File: config.mk
export PLATFORM = sky130hd
export DESIGN_NAME = i2s_rx_frame_assembler
export DESIGN_NICKNAME = d
export VERILOG_FILES = /design/src/rtl/i2s_rx_frame_assembler.sv
export SDC_FILE = /design/constraint.sdc
export NUM_CORES = 1
export LEC_CHECK = 0
export CORE_UTILIZATION = 59
export CTS_CLUSTER_DIAMETER = 30
export CTS_CLUSTER_SIZE = 20
export DETAILED_ROUTE_END_ITERATION = 12
export GPL_TIMING_DRIVEN = 0
export HOLD_SLACK_MARGIN = 0.03
export PLACE_DENSITY = 0.85
export SETUP_SLACK_MARGIN = 0.2
export SLEW_MARGIN = 20
export SYNTH_ARGS = -nofsm -noshare
export SYNTH_HDL_FRONTEND = slang
export SYNTH_SLANG_ARGS = --single-unit
File: constraint.sdc
create_clock -name lmmi_clk_i -period 10.5 [get_ports lmmi_clk_i]
set_clock_uncertainty 0.05 [all_clocks]
set_input_delay 3.15 -clock lmmi_clk_i [delete_from_list [all_inputs] [get_ports lmmi_clk_i]]
set_output_delay 3.15 -clock lmmi_clk_i [all_outputs]
set_load 0.01 [all_outputs]
File: src/rtl/i2s_rx_frame_assembler.sv
// i2s_rx_frame_assembler: pairs per-channel codec words into L/R stereo frames.
// It rounds and saturates each sample from IN_RES to OUT_W bits.
// It flags saturation, channel sequence errors and input dropout.
// Optional peak meter output peak_o is built only when PEAK_METER_EN is defined.
module i2s_rx_frame_assembler #(
  parameter int unsigned IN_RES  = 24,
  parameter int unsigned OUT_W   = 16,
  parameter bit          SWAP    = 1'b0,
  parameter int unsigned TIMEOUT = 4096
) (
  input  logic             lmmi_clk_i,
  input  logic             reset,
  input  logic [31:0]      sample_dat_i,
  input  logic             sample_vld_i,
  input  logic             ws_i,
  output logic [OUT_W-1:0] left_o,
  output logic [OUT_W-1:0] right_o,
  output logic             frame_vld_o,
  output logic             sat_o,
  output logic             dropout_o,
  output logic             seq_err_o,
  input  logic             clr_i
`ifdef PEAK_METER_EN
  ,
  output logic [OUT_W-1:0] peak_o
`endif
);

  localparam int unsigned SHIFT = IN_RES - OUT_W;
  localparam int unsigned SUM_W = IN_RES + 1;
  localparam int unsigned CNT_W = $clog2(TIMEOUT + 1);

  localparam logic signed [SUM_W-1:0] RND   = SUM_W'(2 ** (SHIFT - 1));
  localparam logic signed [SUM_W-1:0] MAX_E = SUM_W'(2 ** (OUT_W - 1) - 1);
  localparam logic signed [SUM_W-1:0] MIN_E = ~MAX_E;
  localparam logic [CNT_W-1:0]        TMO   = CNT_W'(TIMEOUT);

  typedef enum logic [1:0] {
    WAIT_L  = 2'd0,
    WAIT_R  = 2'd1,
    PUBLISH = 2'd2
  } state_t;

  state_t state;

  logic             ws_m;
  logic             ws_s;

  logic             conv_vld;
  logic             conv_ch;
  logic [OUT_W-1:0] conv_dat;

  logic             skid_full;
  logic             skid_ch;
  logic [OUT_W-1:0] skid_dat;

  logic [OUT_W-1:0] held_l;
  logic [CNT_W-1:0] cnt_q;

  logic signed [SUM_W-1:0] x_ext_c;
  logic signed [SUM_W-1:0] sum_c;
  logic signed [SUM_W-1:0] shr_c;
  logic [OUT_W-1:0]        conv_c;
  logic                    sat_c;
  logic [CNT_W-1:0]        cnt_nxt_c;
  logic                    timeout_c;
  logic                    item_vld_c;
  logic                    item_ch_c;
  logic [OUT_W-1:0]        item_dat_c;

  // Bits above the sample resolution carry no information.
  logic unused_hi;
  assign unused_hi = ^sample_dat_i[31:IN_RES];

  // Two-flop synchronizer for the word select coming from the other clock domain.
  always_ff @(posedge lmmi_clk_i or posedge reset) begin
    if (reset) begin
      ws_m <= 1'b0;
      ws_s <= 1'b0;
    end else begin
      ws_m <= ws_i;
      ws_s <= ws_m;
    end
  end

  // Round half-up at the dropped LSBs, arithmetic shift, clamp to OUT_W.
  always_comb begin
    x_ext_c = {sample_dat_i[IN_RES-1], sample_dat_i[IN_RES-1:0]};
    sum_c   = x_ext_c + RND;
    shr_c   = sum_c >>> SHIFT;
    sat_c   = 1'b0;
    conv_c  = shr_c[OUT_W-1:0];
    if (shr_c > MAX_E) begin
      conv_c = MAX_E[OUT_W-1:0];
      sat_c  = 1'b1;
    end else if (shr_c < MIN_E) begin
      conv_c = MIN_E[OUT_W-1:0];
      sat_c  = 1'b1;
    end
  end

  // Conversion stage: one cycle after the valid pulse, tagged with its channel.
  always_ff @(posedge lmmi_clk_i or posedge reset) begin
    if (reset) begin
      conv_vld <= 1'b0;
      conv_ch  <= 1'b0;
      conv_dat <= '0;
    end else begin
      conv_vld <= sample_vld_i;
      if (sample_vld_i) begin
        conv_ch  <= ws_s ^ SWAP;
        conv_dat <= conv_c;
      end
    end
  end

  // Sticky saturation flag; a new clamp in the clear cycle wins.
  always_ff @(posedge lmmi_clk_i or posedge reset) begin
    if (reset) begin
      sat_o <= 1'b0;
    end else begin
      sat_o <= (sat_o & ~clr_i) | (sample_vld_i & sat_c);
    end
  end

  // Idle counter saturating at TIMEOUT; any valid pulse restarts it.
  always_comb begin
    if (sample_vld_i) begin
      cnt_nxt_c = '0;
    end else if (cnt_q == TMO) begin
      cnt_nxt_c = TMO;
    end else begin
      cnt_nxt_c = cnt_q + CNT_W'(1);
    end
    timeout_c = (cnt_nxt_c == TMO);
  end

  // Dropout counter and its flag, which follows the counter directly.
  always_ff @(posedge lmmi_clk_i or posedge reset) begin
    if (reset) begin
      cnt_q     <= '0;
      dropout_o <= 1'b0;
    end else begin
      cnt_q     <= cnt_nxt_c;
      dropout_o <= timeout_c;
    end
  end

  // A sample parked in the skid register is older than the conversion stage, so it goes first.
  always_comb begin
    if (skid_full) begin
      item_vld_c = 1'b1;
      item_ch_c  = skid_ch;
      item_dat_c = skid_dat;
    end else begin
      item_vld_c = conv_vld;
      item_ch_c  = conv_ch;
      item_dat_c = conv_dat;
    end
  end

  // Channel pairing FSM with skid capture during PUBLISH and dropout recovery.
  always_ff @(posedge lmmi_clk_i or posedge reset) begin
    if (reset) begin
      state       <= WAIT_L;
      held_l      <= '0;
      skid_full   <= 1'b0;
      skid_ch     <= 1'b0;
      skid_dat    <= '0;
      left_o      <= '0;
      right_o     <= '0;
      frame_vld_o <= 1'b0;
      seq_err_o   <= 1'b0;
    end else begin
      frame_vld_o <= 1'b0;
      seq_err_o   <= seq_err_o & ~clr_i;
      if (timeout_c) begin
        state     <= WAIT_L;
        held_l    <= '0;
        skid_full <= 1'b0;
        left_o    <= '0;
        right_o   <= '0;
      end else if (state == PUBLISH) begin
        state <= WAIT_L;
        if (conv_vld) begin
          skid_full <= 1'b1;
          skid_ch   <= conv_ch;
          skid_dat  <= conv_dat;
          if (skid_full) begin
            seq_err_o <= 1'b1;
          end
        end
      end else begin
        if (skid_full) begin
          if (conv_vld) begin
            skid_ch  <= conv_ch;
            skid_dat <= conv_dat;
          end else begin
            skid_full <= 1'b0;
          end
        end
        if (item_vld_c) begin
          case (state)
            WAIT_L: begin
              if (!item_ch_c) begin
                held_l <= item_dat_c;
                state  <= WAIT_R;
              end else begin
                seq_err_o <= 1'b1;
              end
            end
            WAIT_R: begin
              if (item_ch_c) begin
                left_o      <= held_l;
                right_o     <= item_dat_c;
                frame_vld_o <= 1'b1;
                state       <= PUBLISH;
              end else begin
                held_l    <= item_dat_c;
                seq_err_o <= 1'b1;
              end
            end
            default: state <= WAIT_L;
          endcase
        end
      end
    end
  end

`ifdef PEAK_METER_EN
  logic [9:0]       decay_cnt;
  logic [OUT_W-1:0] mag_l_c;
  logic [OUT_W-1:0] mag_r_c;
  logic [OUT_W-1:0] mag_c;

  function automatic logic [OUT_W-1:0] mag(input logic [OUT_W-1:0] v);
    if (!v[OUT_W-1]) begin
      return v;
    end else if (v == {1'b1, {(OUT_W-1){1'b0}}}) begin
      return {1'b0, {(OUT_W-1){1'b1}}};
    end else begin
      return ~v + OUT_W'(1);
    end
  endfunction

  // Larger magnitude of the published pair.
  always_comb begin
    mag_l_c = mag(left_o);
    mag_r_c = mag(right_o);
    mag_c   = (mag_l_c > mag_r_c) ? mag_l_c : mag_r_c;
  end

  // Peak hold: a new maximum restarts the decay count, otherwise decay by 1 every 1024 frames.
  always_ff @(posedge lmmi_clk_i or posedge reset) begin
    if (reset) begin
      peak_o    <= '0;
      decay_cnt <= '0;
    end else if (clr_i) begin
      peak_o    <= '0;
      decay_cnt <= '0;
    end else if (frame_vld_o) begin
      if (mag_c > peak_o) begin
        peak_o    <= mag_c;
        decay_cnt <= '0;
      end else if (decay_cnt == 10'd1023) begin
        decay_cnt <= '0;
        if (peak_o != '0) begin
          peak_o <= peak_o - OUT_W'(1);
        end
      end else begin
        decay_cnt <= decay_cnt + 10'd1;
      end
    end
  end
`endif

endmodule
==> results by group <==
Status
  • Status: complete, no violations

Route
  • Final WL: between 10 and 15 mm
  • Vias per cell: around 6
  • Antenna Nets Post-Route: 0
  • Vias: around 4.6k
  • Detailed Route Iter0 Violations: around 350
  • First drt pass iteration count: 5
  • Wire per inst: 16.53 um
  • DRC: 0

Global route
  • Met3 Use GR: 0.04046
  • Grt ovf: 0
  • Largest net degree at the start of global routing: between 60 and 70
  • First-pass GRT wire length: slightly above 20 mm
  • GRT met2 Usage: 0.4307
  • Vias in the first global route: approximately 4.4k
  • Initial antenna violation count: 0
  • GRT Max-Usage Layer: met2
  • GRT Util Overall: 0.2698
  • Met1 Use GR: 0.3643

Yosys
  • Post-synth ARST share: 1.000
  • Syn nets: just over 600
  • Cells after Synth: between 500 and 600
  • #FFs+latches synth: between 100 and 150
  • Number of synthesized flops with an enable pin: 0
  • Warning count from the yosys run: 0
  • Post-Synthesis Cell Area: 5309 um2
  • Sequential area share after synthesis: 0.4949
  • Avg Cell Area, Syn: roughly 9.4 um2
  • Synth Flop Type: dfrtp_1
  • Synth cell types: 49

Power
  • Sw Pwr: between 0.4 and 0.5 mW
  • Pwr dens: 220.9 nW/um2
  • Seq pwr share: 0.466
  • Peak supply drop: about 0.081 mV
  • Comb pwr share: 0.361
  • Net Sw Frac: 0.3532
  • Total power: ~1.4 mW
  • Pleak: ~2.5 nW
  • Clock power frac: 0.173
  • P_int: between 0.8 and 0.9 mW

Floorplan
  • Row count: 34
  • Die Height: roughly 97 um
  • # IOs: 73
  • Die area: 9381 um2
  • Chip width: between 90 and 100 um
  • Core box area: roughly 8700 um2
  • Initial Utilization: 0.6088

STA
  • Max-slew violation count: 0
  • Max_slew headroom: 0.4118
  • Hold Vio Cnt, Final: 0
  • Final period util: 0.5163
  • WHS: 307.2 ps
  • Fin Setup TNS: 0 ps
  • Slew @ Worst Pin: between 800 and 900 ps
  • Highest Clock Rate: approximately 0.18 GHz
  • Final min period: between 5000 and 6000 ps
  • # setup viols final: 0
  • RSZ-0062 raised after global routing: no

Placed design
  • I/O Buffers: 57
  • GP Congestion: between 0.8 and 0.9
  • DPL Wire Length: 8.944 mm

Min path
  • Worst hold path class: register to register

Setup path
  • Worst EP required: approximately 11000 ps
  • Worst setup EP type: register
  • Startpoint Class: primary input
  • Critical path class: primary input to register
  • Crit-path max FO: 8
  • Arr. time, crit path: roughly 5600 ps

Clock network
  • Postcts setup bufs: 0
  • CTS buffer count: 9
  • Clk slew on worst S/H paths: 100 ps
  • Hold_buf cts: 0
  • TritonCTS clock tree: built
  • Worst skew pair latency: 380 ps
  • Resize count post-CTS: 0
  • TritonCTS sink count: 105
  • CTS Buffer Depth: 2
  • Clock root buffer: clkbuf_8
  • H-tree levels: 3

Layout
  • Final #Nets: 676
  • # diodes: 0
  • Synthesis-to-finish area growth: 17.51%
  • Final Util: 0.7154
  • Share of layout cells above drive strength 1: 0.05772

Flow run
  • Max_cap viols: 0
## state kept, by name, indices dropped and copies added, names as in the netlist, 2 cells and up
signal,cells
conv_dat,16
held_l,16
left_o,16
right_o,16
skid_dat,16
cnt_q,13
state,2
## power groups by stage
stage	clock [mW]	sequential, mW	combinational [mW]
floorplan	0	0.658	0.261
global placement	0	0.639	0.478
detailed placement	0	0.648	0.496
CTS	0.241	0.640	0.499
global route	0.259	0.659	0.541
finish	0.238	0.642	0.498
## critical path, stage by stage
cell and delay, ps:
clkdlybuf4s50_1 490, ha_1 250, nand4_1 200, or3_1 460, nor3_1 750, nor2_1 120, o22a_1 200
## final cells by class
type                            instances  area (um2)
Sequential cell                       105        2628
Fill cell                             651        2482
Multi-Input combinational cell        411        2459
Timing Repair Buffer                   58       598.1
Buffer                                 42       188.9
Tap cell                              108       135.1
Clock buffer                            9       123.9
Clock inverter                          7       67.56
Inverter                                9       38.79
## Yosys cell counts (5+ instances only)
library cell / n / area [um2]
clkbuf_1: 29 / 108.9
nand4_1: 20 / 125.1
and3_1: 20 / 125.1
nand3_1: 13 / 65.06
nand2_1: 79 / 296.5
inv_1: 9 / 33.78
a21oi_1: 22 / 110.1
o22a_1: 15 / 131.4
o21a_1: 5 / 37.54
dfrtp_1: 105 / 2628
nor2_1: 77 / 289.0
xor2_1: 12 / 105.1
xnor2_1: 9 / 78.83
nor3_1: 5 / 25.02
buf_2: 7 / 35.03
a31oi_1: 5 / 31.28
a211oi_1: 49 / 367.9
o211ai_1: 17 / 127.6
mux2i_1: 16 / 160.2
## final timing paths
kind / start / end / slack, ps / cells after the start
max: sample_dat_i[7] / conv_dat[12] / 5080 / 7
min in group asynchronous: reset / cnt_q[9] / 3090 / 2
max in group asynchronous: reset / right_o[8] / 6690 / 3
max reg2reg: cnt_q[0] / right_o[8] / 7710 / 8
min: ws_m / ws_s / 310 / 0
min reg2reg: ws_m / ws_s / 310 / 0
## cell families after synthesis
logic type,count (synthesis),synth area share
flip-flops,105,0.4949
buffers and inverters,51,0.04195
XOR/XNOR,21,0.03465
AO/OA/AOI/OAI,130,0.1777
adder cells (fa/ha/maj),3,0.007071
AND/OR/NAND/NOR,239,0.2093
multiplexers,18,0.03441
## layer usage
metal / part of all wire / up-vias
met4: 0.022 / 0
met3: 0.066 / 26
li1: - / 2171
met2: 0.48 / 216
met5: 0 / -
met1: 0.43 / 2193
## per-stage QoR
step	setup WS, ps	instance area, um2	instances
floorplan	4539	5309	567
global placement	3111	6015	732
detailed placement	4706	6047	733
CTS	5088	6238	749
global route	4933	6238	749
finish	5079	6238	749
## cell usage in the layout (no fill, tap or decap), drive strengths merged, types with 2 or more instances in the layout
cell and n:
nand3 13, nor3 5, o22ai 3, o22a 15
xnor2 9, clkinv 3, o211ai 17, nor4b 2
nand2b 2, ha 3, buf 14, o21ai 5
a211oi 49, mux2 2, and2 2, clkdlybuf4s50 57
clkbuf 38, nor2 77, nor2b 3, mux2i 16
nor4 5, dfrtp 105, nand2 79, o21a 5
inv 10, nand4 21, clkinvlp 3, or3 4
and4 2, xor2 12, a21oi 22, a31oi 5
and3 20
Note: power is estimated with default switching activity, not from simulation.
